File: src/rtl/cordic_freq_disc.sv
// Frequency discriminator behind a serial magnitude/phase CORDIC: differentiates
// successive phases, squelches weak samples and averages 2^AVG_LOG2 increments.
module cordic_freq_disc #(
  parameter int XY_WIDTH = 14,
  parameter int AVG_LOG2 = 0
) (
  input  logic                clk,
  input  logic                reset,
  input  logic                clr,
  input  logic                mag_rdy,
  input  logic [XY_WIDTH-1:0] mag,
  input  logic [XY_WIDTH+1:0] ph,
  input  logic [XY_WIDTH-1:0] thr,
  output logic                out_valid,
  input  logic                out_ready,
  output logic [XY_WIDTH+1:0] freq,
  output logic                sq,
  output logic                ovf
);
  localparam int W  = XY_WIDTH + 2;
  localparam int AW = W + AVG_LOG2;
  localparam int CW = AVG_LOG2 + 1;
  localparam logic signed [W:0] PI     = (W+1)'(2**(W-2));
  localparam logic signed [W:0] TWO_PI = (W+1)'(2**(W-1));
  localparam logic [CW-1:0]     CNT_LAST = CW'(2**AVG_LOG2 - 1);

  typedef enum logic {NOPREV, RUN} state_t;

  state_t                state_q, state_d;
  logic                  mag_rdy_q, mag_rdy_d;
  logic                  s1_vld_q, s1_vld_d;
  logic signed [W-1:0]   s1_ph_q, s1_ph_d;
  logic [XY_WIDTH-1:0]   s1_mag_q, s1_mag_d;
  logic signed [W-1:0]   prev_ph_q, prev_ph_d;
  logic signed [AW-1:0]  acc_q, acc_d;
  logic [CW-1:0]         cnt_q, cnt_d;
  logic                  out_valid_q, out_valid_d;
  logic [W-1:0]          freq_q, freq_d;
  logic                  sq_q, sq_d;
  logic                  ovf_q, ovf_d;

  logic                  capture;
  logic signed [W:0]     d_raw, d_wrap;
  logic signed [W-1:0]   d_w;
  logic signed [AW-1:0]  d_ext, sum;
  logic [W-1:0]          res_val;
  logic                  res_vld;

  // Rising-edge detect on mag_rdy; the history flop keeps tracking even under clr.
  always_comb begin
    mag_rdy_d = mag_rdy;
    capture   = mag_rdy & ~mag_rdy_q;
    s1_vld_d  = capture & ~clr;
    s1_ph_d   = capture ? ph  : s1_ph_q;
    s1_mag_d  = capture ? mag : s1_mag_q;
  end

  // Phase increment wrapped into (-pi, pi]; fits W bits once wrapped.
  always_comb begin
    d_raw  = (W+1)'(s1_ph_q) - (W+1)'(prev_ph_q);
    d_wrap = d_raw;
    if (d_raw > PI)
      d_wrap = d_raw - TWO_PI;
    else if (d_raw <= -PI)
      d_wrap = d_raw + TWO_PI;
    d_w     = W'(d_wrap);
    d_ext   = AW'(d_w);
    sum     = acc_q + d_ext;
    res_val = W'(sum >>> AVG_LOG2);
  end

  always_comb begin
    state_d     = state_q;
    prev_ph_d   = prev_ph_q;
    acc_d       = acc_q;
    cnt_d       = cnt_q;
    sq_d        = sq_q;
    res_vld     = 1'b0;
    out_valid_d = out_valid_q;
    freq_d      = freq_q;
    ovf_d       = ovf_q;

    if (s1_vld_q) begin
      if (s1_mag_q < thr) begin
        sq_d    = 1'b1;
        acc_d   = '0;
        cnt_d   = '0;
        state_d = NOPREV;
      end else begin
        sq_d      = 1'b0;
        prev_ph_d = s1_ph_q;
        if (state_q == NOPREV) begin
          state_d = RUN;
        end else if (cnt_q == CNT_LAST) begin
          res_vld = 1'b1;
          acc_d   = '0;
          cnt_d   = '0;
        end else begin
          acc_d = sum;
          cnt_d = cnt_q + CW'(1);
        end
      end
    end

    // A result arriving while the held one is unconsumed is dropped, not queued.
    if (res_vld) begin
      if (!out_valid_q || out_ready) begin
        freq_d      = res_val;
        out_valid_d = 1'b1;
      end else begin
        ovf_d = 1'b1;
      end
    end else if (out_ready) begin
      out_valid_d = 1'b0;
    end

    if (clr) begin
      state_d     = NOPREV;
      prev_ph_d   = prev_ph_q;
      acc_d       = '0;
      cnt_d       = '0;
      sq_d        = 1'b0;
      out_valid_d = 1'b0;
      freq_d      = freq_q;
      ovf_d       = 1'b0;
    end
  end

  always_ff @(posedge clk or posedge reset) begin
    if (reset) state_q <= NOPREV;
    else       state_q <= state_d;
  end

  always_ff @(posedge clk or posedge reset) begin
    if (reset) begin
      mag_rdy_q   <= 1'b1;
      s1_vld_q    <= 1'b0;
      s1_ph_q     <= '0;
      s1_mag_q    <= '0;
      prev_ph_q   <= '0;
      acc_q       <= '0;
      cnt_q       <= '0;
      out_valid_q <= 1'b0;
      freq_q      <= '0;
      sq_q        <= 1'b0;
      ovf_q       <= 1'b0;
    end else begin
      mag_rdy_q   <= mag_rdy_d;
      s1_vld_q    <= s1_vld_d;
      s1_ph_q     <= s1_ph_d;
      s1_mag_q    <= s1_mag_d;
      prev_ph_q   <= prev_ph_d;
      acc_q       <= acc_d;
      cnt_q       <= cnt_d;
      out_valid_q <= out_valid_d;
      freq_q      <= freq_d;
      sq_q        <= sq_d;
      ovf_q       <= ovf_d;
    end
  end

  assign out_valid = out_valid_q;
  assign freq      = freq_q;
  assign sq        = sq_q;
  assign ovf       = ovf_q;

endmodule

File: config.mk
export PLATFORM = sky130hd
export DESIGN_NAME = cordic_freq_disc
export DESIGN_NICKNAME = d
export VERILOG_FILES = /design/src/rtl/cordic_freq_disc.sv
export SDC_FILE = /design/constraint.sdc
export NUM_CORES = 1
export LEC_CHECK = 0
export BUFFER_PORTS_ARGS = -buffer_cell sky130_fd_sc_hd__clkbuf_2
export CORE_MARGIN = 3
export CORE_UTILIZATION = 60
export DETAILED_ROUTE_END_ITERATION = 8
export PLACE_DENSITY = 0.95
export SLEW_MARGIN = 0
export SYNTH_ARGS = -nofsm -noshare
export SYNTH_HDL_FRONTEND = slang
export SYNTH_SLANG_ARGS = --single-unit
File: constraint.sdc
create_clock -name clk -period 5 [get_ports clk]
set_input_delay 1 -clock clk [delete_from_list [all_inputs] [get_ports clk]]
set_output_delay 1 -clock clk [all_outputs]
set_load 0.005 [all_outputs]
# --- Word level (Yosys, flattened, before mapping) ---
# Index checks and enable logic that the tools add are counted.
op_classes:
  add_sub_neg: 5
  magnitude_cmp: 3
  n_eq_ne: 2
  muxes: 29
  bitwise_logic: 5
  n_reduce_logical: 11
ops:
  columns: ["op", "count"]
  rows:
  - ["two-way mux 16 bit", 7]
  - ["two-way mux 1 bit", 22]
  - ["greater-than comparator 17 x 16 -> 1 bit, second input constant", 1]
  - ["<= comparator 17 x 15 -> 1 bit, second input constant", 1]
  - ["subtractor 16 x 16 -> 17 bit", 1]
  - ["adder 16 bit", 1]
  - ["adder 16 bit, second input constant", 1]
  - ["subtractor 16 bit, second input constant", 1]
  - ["less-than comparator 14 bit", 1]
  - ["AND reduction 2 bit", 3]
  - ["AND reduction 3 bit", 2]
  - ["nonzero test 3 bit", 2]
  - ["nonzero test 2 bit", 2]
  - ["!= test 3 x 2 -> 1 bit, second input constant", 1]
  - ["inverter 1 bit", 3]
  - ["AND 1 bit", 2]
  - ["!= test 2 bit, second input constant", 1]
  - ["adder 1 bit, second input constant", 1]
  - ["logical NOT 1 bit", 1]
  - ["logical OR 1 bit", 1]
word_totals:
  register_bits: 85
  in_bits: 49
  output_inout_bits: 19
  word_cells: 67

# --- Longest topological paths before layout ---
# Gate-level depths: netlist (run 1).
depth:
  depth_word: 10
  depth_mapped: 11
  ltp_nobuf: 11

# --- Least setup slack after synthesis (run 1) ---
# Ideal clock, no wire load.
synth_timing:
  path_type: "input -> register"
  from: "input thr[9]"
  to: "register freq_q[3], in the netlist freq[3]"
  setup_time_ns: 0.135
  arrival_ns: 2.840
  slack_ns: 2.025
  stages: 10
  cell_sequence: "inv_1 ha_1 and2_1 a221oi_1 a2bb2oi_1 o31ai_2 nand3_1 clkbuf_1 clkbuf_1 o21ai_0"
synth_via:
  elab_chain_cells: 4
synth_rtl:
  columns: ["element", "line", "rtl"]
  rows:
  - ["start, declared", "13", "input logic [XY_WIDTH-1:0] thr,"]
  - ["less-than comparator 14 bit", "84", "if (s1_mag_q < thr) begin"]
  - ["two-way mux 1 bit", "84", null]
  - ["two-way mux 1 bit", "83", "if (s1_vld_q) begin"]
  - ["AND reduction 3 bit (no line)", null, null]
  - ["end signal, assigned", "156", "freq_q <= freq_d;"]
  - ["end, declared", "38", "logic [W-1:0] freq_q, freq_d;"]
# Every way passes these cells.
# A chain may end at the register's enable or synchronous reset.

# --- Worst setup path after layout (run 1) ---
layout_timing:
  from: "input thr[13]"
  to: "register prev_ph_q[0]"
layout_via:
  elab_chain_cells: 3
layout_rtl:
  columns: ["element", "line", "rtl"]
  rows:
  - ["less-than comparator 14 bit", "84", null]
  - ["inverter 1 bit (no line)", null, null]
  - ["AND reduction 3 bit (no line)", null, null]
  - ["end signal, assigned", "152", "prev_ph_q <= prev_ph_d;"]
  - ["end, declared", "34", "logic signed [W-1:0] prev_ph_q, prev_ph_d;"]
# Every way passes these cells.

==> results of run 1 <==
through the flow:
| step | power [uW] | hold WS, ns | util |
|---|---|---|---|
| 6_report | 2130 | 0.489 | 0.726 |
| 5_1_grt | 2290 | 0.526 | 0.726 |
| 4_1_cts | 2130 | 0.494 | 0.726 |
| 3_5_place_dp | 1680 | 0.476 | 0.694 |
| 3_3_place_gp | 1620 | 0.464 | 0.694 |
| 2_1_floorplan | 1440 | 0.462 | - |
registers in the layout (all words and copies together), names as in the netlist:
name and flops:
out_valid 1, freq 16, state_q 1, s1_mag_q 14, sq 1, s1_vld_q 1
s1_ph_q 16, mag_rdy_q 1, ovf 1, prev_ph_q 16
metal layers:
| layer | wire length, um | track usage | share of wire |
|---|---|---|---|
| met1 | 3480 | 0.298 | 0.44 |
| met2 | 3870 | 0.393 | 0.48 |
| met4 | 213 | 0.105 | 0.027 |
| met5 | 0 | 0 | 0 |
| met3 | 424 | 0.0505 | 0.053 |
area by class of cell:
cell class,count,area (sq um),share of cell area
flip-flops and latches,68,1700,0.391
inverters,39,146,0.0336
clock inverters,7,67.6,0.0155
repair buffers,70,358,0.0823
clock buffers,9,124,0.0285
well taps,75,93.8,0.0216
multi-input cells,256,1860,0.427
worst min-delay path, cell delays in order (launching register included):
cell	delay [ns]
dfrtp_1	0.35
nand2_1	0.05
nand2_1	0.05
logic make-up (layout without fill, tap and decap cells):
logic type	Yosys count	in the layout	share of synthesized area
compound gates	85	85	0.142
xor+xnor	9	9	0.0210
simple gates	98	98	0.127
mux	34	34	0.101
fa+ha+maj	30	30	0.102
buf+inv	53	125	0.0533
flops	68	68	0.453
worst max path at each step:
stage | endpoint | cells after the start
6_report | prev_ph_q[0] | 8
5_1_grt | freq[15] | 11
4_1_cts | prev_ph_q[0] | 8
3_5_place_dp | prev_ph_q[0] | 8
3_3_place_gp | freq[15] | 10
2_1_floorplan | freq[3] | 10
cells in the final DEF (no fill, tap or decap), drive strengths merged, types with 3 or more instances in the layout:
cell type	n
buf	3
nor2b	10
or3	3
nor2	13
o21ai	39
a21oi	16
dfrtp	67
a31oi	5
and3	6
mux2	32
clkbuf	76
nand2	41
nand2b	4
nand4	3
xnor2	6
ha	29
o2111ai	3
a21o	5
xor2	3
clkinv	3
nand3	9
clkinvlp	3
inv	39
power by group:
group	switching [uW]	leakage (uW)	internal (uW)	total (uW)
clock	211	0.0000910	227	438
sequential	55.9	0.000845	663	718
combinational	569	0.00123	410	978
total	836	0.00216	1300	2130
==> run summary, run 1 <==
Status: completed
Die height: 85.1 um
Main area contributors after synthesis: dfrtp_1 45%, ha_1 9.7%, mux2_2 8.7%
RSZ-0062 raised after global routing: no
Critical Path RT: 5.23 ns
Count leader, synth: dfrtp_1
Critical Path Fanout Max: 31
Synth cell count leaders: 67 x dfrtp_1, 41 x nand2_1, 38 x inv_1, 29 x ha_1, 29 x mux2_2
HPWL Detailed: 5.94 mm
Cell with the largest stage delay on the worst path: nor2b_2
R2R cell count: 6
# nets final: 523
Crit path largest cell delay: 1.02 ns
Hold buffers post-CTS: 0
Top Ports: 68
Reg2reg end: prev_ph_q[0]
Mapped cell area: 3760 sq um
Area post-placement: 4160 sq um
Vias in the first global route: 3038
First-pass GRT wire length: 13.7 mm
Critical path class: input port to flip-flop
Final period utilization: 0.668
CP endpoint kind: flip-flop
Buffers plus inverters on the worst setup path: 2
TritonCTS buffer count: 9
Synth warnings: 0
Routed vias: 3012
Largest net degree at the start of global routing: 69
Routability cong.: 0.884
Fmax: 0.299 GHz
Yosys reg bits: 68
FFs w/ async S/R, synth: 1.00
Initial antenna violation count: 0
Fillers: 416
Detailed Route WL: 7.98 mm
Crit path arrival time: 3.57 ns
Placed insts: 508
Pre-CTS setup slack: 1.29 ns
FP Rows: 28
Insertion delay to the later sink of the worst-skew pair: 0.34 ns
Post-layout min period: 3.34 ns
PD cells: 491 nW/um^2
TritonCTS clock tree: yes
WHS Endpoint: freq[14]
Hold_sp: freq[14]
Critical Path Start Type: input port
Max Slew Vio Count: 0
Postcts setup bufs: 0
Post-Layout Cell Count: 524
Diodes inserted: 0
# resized after CTS: 0
Cells after Synth: 377
Relative slew margins: 0.212
GRT overflow: 0
Area of the core: 5990 sq um
Sequential cell area fraction in the yosys report: 0.453
H-tree Lvls: 3
Hold Crit Depth: 2
Die width: 85.1 um
Mapped Nets: 456
Clock slew at reported path FFs: 0.07 ns
Die footprint: 7250 sq um
Worst r2r src: s1_mag_q[13]
Total track usage: 0.237
Synthesized area per cell: 9.96 sq um
Setup ws final: 1.66 ns
TNS Setup: 0 ns
Peak VDD IR: 285 uV
Fraction of layout cells with a size suffix above 1: 0.278
CTS root buffer: clkbuf_8
Primary FF master, synth: dfrtp_1
Layout area overhead: 15.8%
DRC: 0
Static leakage: 0.00216 uW
Number of synthesized flops with an enable pin: 0
Antenna Nets Post-Route: 0
CP Cell Sequence: clkbuf_2 -> inv_1 -> ha_1 -> and3_1 -> nand3_1 -> o31ai_2 -> nor2b_2 -> mux2_1
Port Buffer Count: 67
Drt first-iter violations: 195
Initial core utilization: 0.627
Worst hold path type: flip-flop to flip-flop
Via/cell ratio: 5.75
Clock skew: 0.00761 ns
Worst slew pin tran: 1.18 ns
TritonCTS Sinks: 68
Clock tree buffer depth: 2
Crit. Startpoint: thr[13]
Final Setup Violations: 0
Pre-Repair DR Iteration Count: 4
Crit path max-delay family: simple AND/OR/NAND/NOR gates
Synth cell types: 52
Synth area leader: dfrtp_1
Max cap viols: 0
WL/cell: 15.2 um
Reg2Reg Setup Slack: 2.02 ns
Final Instance Area: 4350 sq um
Fin. Hold Viols: 0
Top cell type's share of synthesized area: 0.446
No activity file was read; power rests on OpenSTA's default activity.
==> run 2: changes to the inputs <==
--- a/config.mk
+++ b/config.mk
@@ -7,9 +7,9 @@
 export LEC_CHECK = 0
 export BUFFER_PORTS_ARGS = -buffer_cell sky130_fd_sc_hd__clkbuf_2
 export CORE_MARGIN = 3
-export CORE_UTILIZATION = 60
+export CORE_UTILIZATION = 51
 export DETAILED_ROUTE_END_ITERATION = 8
-export PLACE_DENSITY = 0.95
+export PLACE_DENSITY = 0.88
 export SLEW_MARGIN = 0
 export SYNTH_ARGS = -nofsm -noshare
 export SYNTH_HDL_FRONTEND = slang
==> constraint.sdc (replaced) <==
create_clock -name clk -period 2.94 [get_ports clk]
set_input_delay 0.588 -clock clk [delete_from_list [all_inputs] [get_ports clk]]
set_output_delay 0.588 -clock clk [all_outputs]
set_load 0.005 [all_outputs]
==> run summary, run 2 (same netlist as run 1, synthesis figures left out) <==
Critical path class: flip-flop to flip-flop
TritonCTS clock tree: yes
Die width: 91.8 um (+7.9%)
Worst hold path type: input port to asynchronous set/reset pin
Fin. Hold Viols: 0 (unchanged)
Total track usage: 0.199 (-0.0378)
HPWL Detailed: 5.83 mm (-1.9%)
Area of the core: 6980 sq um (+17%)
Clock skew: 0.00943 ns (+0.00182 ns)
Max Slew Vio Count: 0 (unchanged)
PD cells: 810 nW/um^2 (+65%)
Status: completed
DRC: 0 (unchanged)
Die height: 91.8 um (+7.9%)
Antenna Nets Post-Route: 0 (unchanged)
Hold buffers post-CTS: 0 (unchanged)
Detailed Route WL: 7.62 mm (-4.6%)
Static leakage: 0.00218 uW (+1.0%)
TritonCTS Sinks: 68 (unchanged)
Initial core utilization: 0.538 (-0.0890)
Crit path arrival time: 3.02 ns (-0.55 ns)
Initial antenna violation count: 0 (unchanged)
WL/cell: 13.9 um (-8.8%)
H-tree Lvls: 3 (unchanged)
Port Buffer Count: 67 (unchanged)
Worst slew pin tran: 0.484 ns (-0.692 ns)
Critical Path RT: 3.22 ns (-2.01 ns)
Clock tree buffer depth: 2 (unchanged)
Routed vias: 2921 (-3.0%)
Top Ports: 68 (unchanged)
Die footprint: 8430 sq um (+16%)
RSZ-0062 raised after global routing: no
CTS root buffer: clkbuf_8
Relative slew margins: 0.672 (+0.460)
GRT overflow: 0 (unchanged)
Final period utilization: 0.932
Fmax: 0.365 GHz
Vias in the first global route: 2978 (-2.0%)
# resized after CTS: 0 (unchanged)
# nets final: 526 (+0.57%)
Final Setup Violations: 0 (unchanged)
Layout area overhead: 17.0%
CP endpoint kind: flip-flop
Critical Path Start Type: flip-flop
First-pass GRT wire length: 13.5 mm (-1.1%)
Postcts setup bufs: 0 (unchanged)
Clock slew at reported path FFs: 0.07 ns (about the same)
Via/cell ratio: 5.33 (-7.3%)
FP Rows: 30 (+7.1%)
Post-layout min period: 2.74 ns
Worst hold margin: 0.253 ns (-0.236 ns)
Diodes inserted: 0 (unchanged)
Drt first-iter violations: 156 (-20%)
TritonCTS buffer count: 9 (unchanged)
Insertion delay to the later sink of the worst-skew pair: 0.34 ns (about the same)
Max cap viols: 0 (unchanged)
Fraction of layout cells with a size suffix above 1: 0.283 (+0.00479)
TNS Setup: 0 ns (unchanged)
Peak VDD IR: 349 uV (+22%)
Routability cong.: 0.899 (+1.7%)
Pre-Repair DR Iteration Count: 4 (unchanged)
Largest net degree at the start of global routing: 34 (-51%)
Critical Path Fanout Max: 4 (-87%)
Most frequent cells in the layout: 67 x dfrtp_1, 67 x clkbuf_2, 41 x nand2_1
run 2: through the flow:
step	cells	utilization	area [sq um]	power, uW	worst slack (ns)
finish	548	0.630	4400	3560	0.199
global route	548	0.630	4400	3840	0.0156
CTS	548	0.630	4400	3560	0.180
detailed placement	532	0.603	4210	2830	0.123
global placement	532	0.603	4210	2770	0.207
floorplan	377	-	3760	2450	0.377
run 2: worst max-delay path, stage by stage (launching register included):
cell and delay [ns]:
dfrtp_1 0.35, inv_1 0.05, ha_1 0.22, fa_1 0.41, nor2b_1 0.17, o2111ai_1 0.21, a31o_1 0.28, o311ai_1 0.47
a2111oi_2 0.09, a311o_1 0.33, nand3_1 0.09
run 2: layer usage:
layer	vias up	global-route usage	part of all wire
li1	1457	-	-
met1	1389	0.255	0.46
met2	61	0.337	0.49
met3	14	0.0287	0.032
met4	0	0.0829	0.022
met5	-	0	0
run 2: worst paths after layout:
kind	start	endpoint	slack, ns	cells after the start
max in group asynchronous	reset	freq[3]	1.98	3
worst max register to register	s1_ph_q[0]	freq[15]	0.20	10
worst min register to register	freq[13]	freq[13]	0.49	2
min in group clk	mag_rdy	mag_rdy_q	0.33	1
worst min-delay path	reset	s1_mag_q[8]	0.25	2
worst max-delay path	s1_ph_q[0]	freq[15]	0.20	10
run 2: final cells by class:
type                            count  area [sq um]
Fill cell                         577          2590
Multi-Input combinational cell    256          1860
Sequential cell                    68          1700
Timing Repair Buffer               73           380
Clock buffer                       12           165
Inverter                           39           146
Tap cell                           96           120
Clock inverter                      4          22.5
run 2: power breakdown:
part / switching, uW / internal, uW
logic: 934 / 692
registers: 89.4 / 1130
clock network: 346 / 371
total: 1370 / 2190
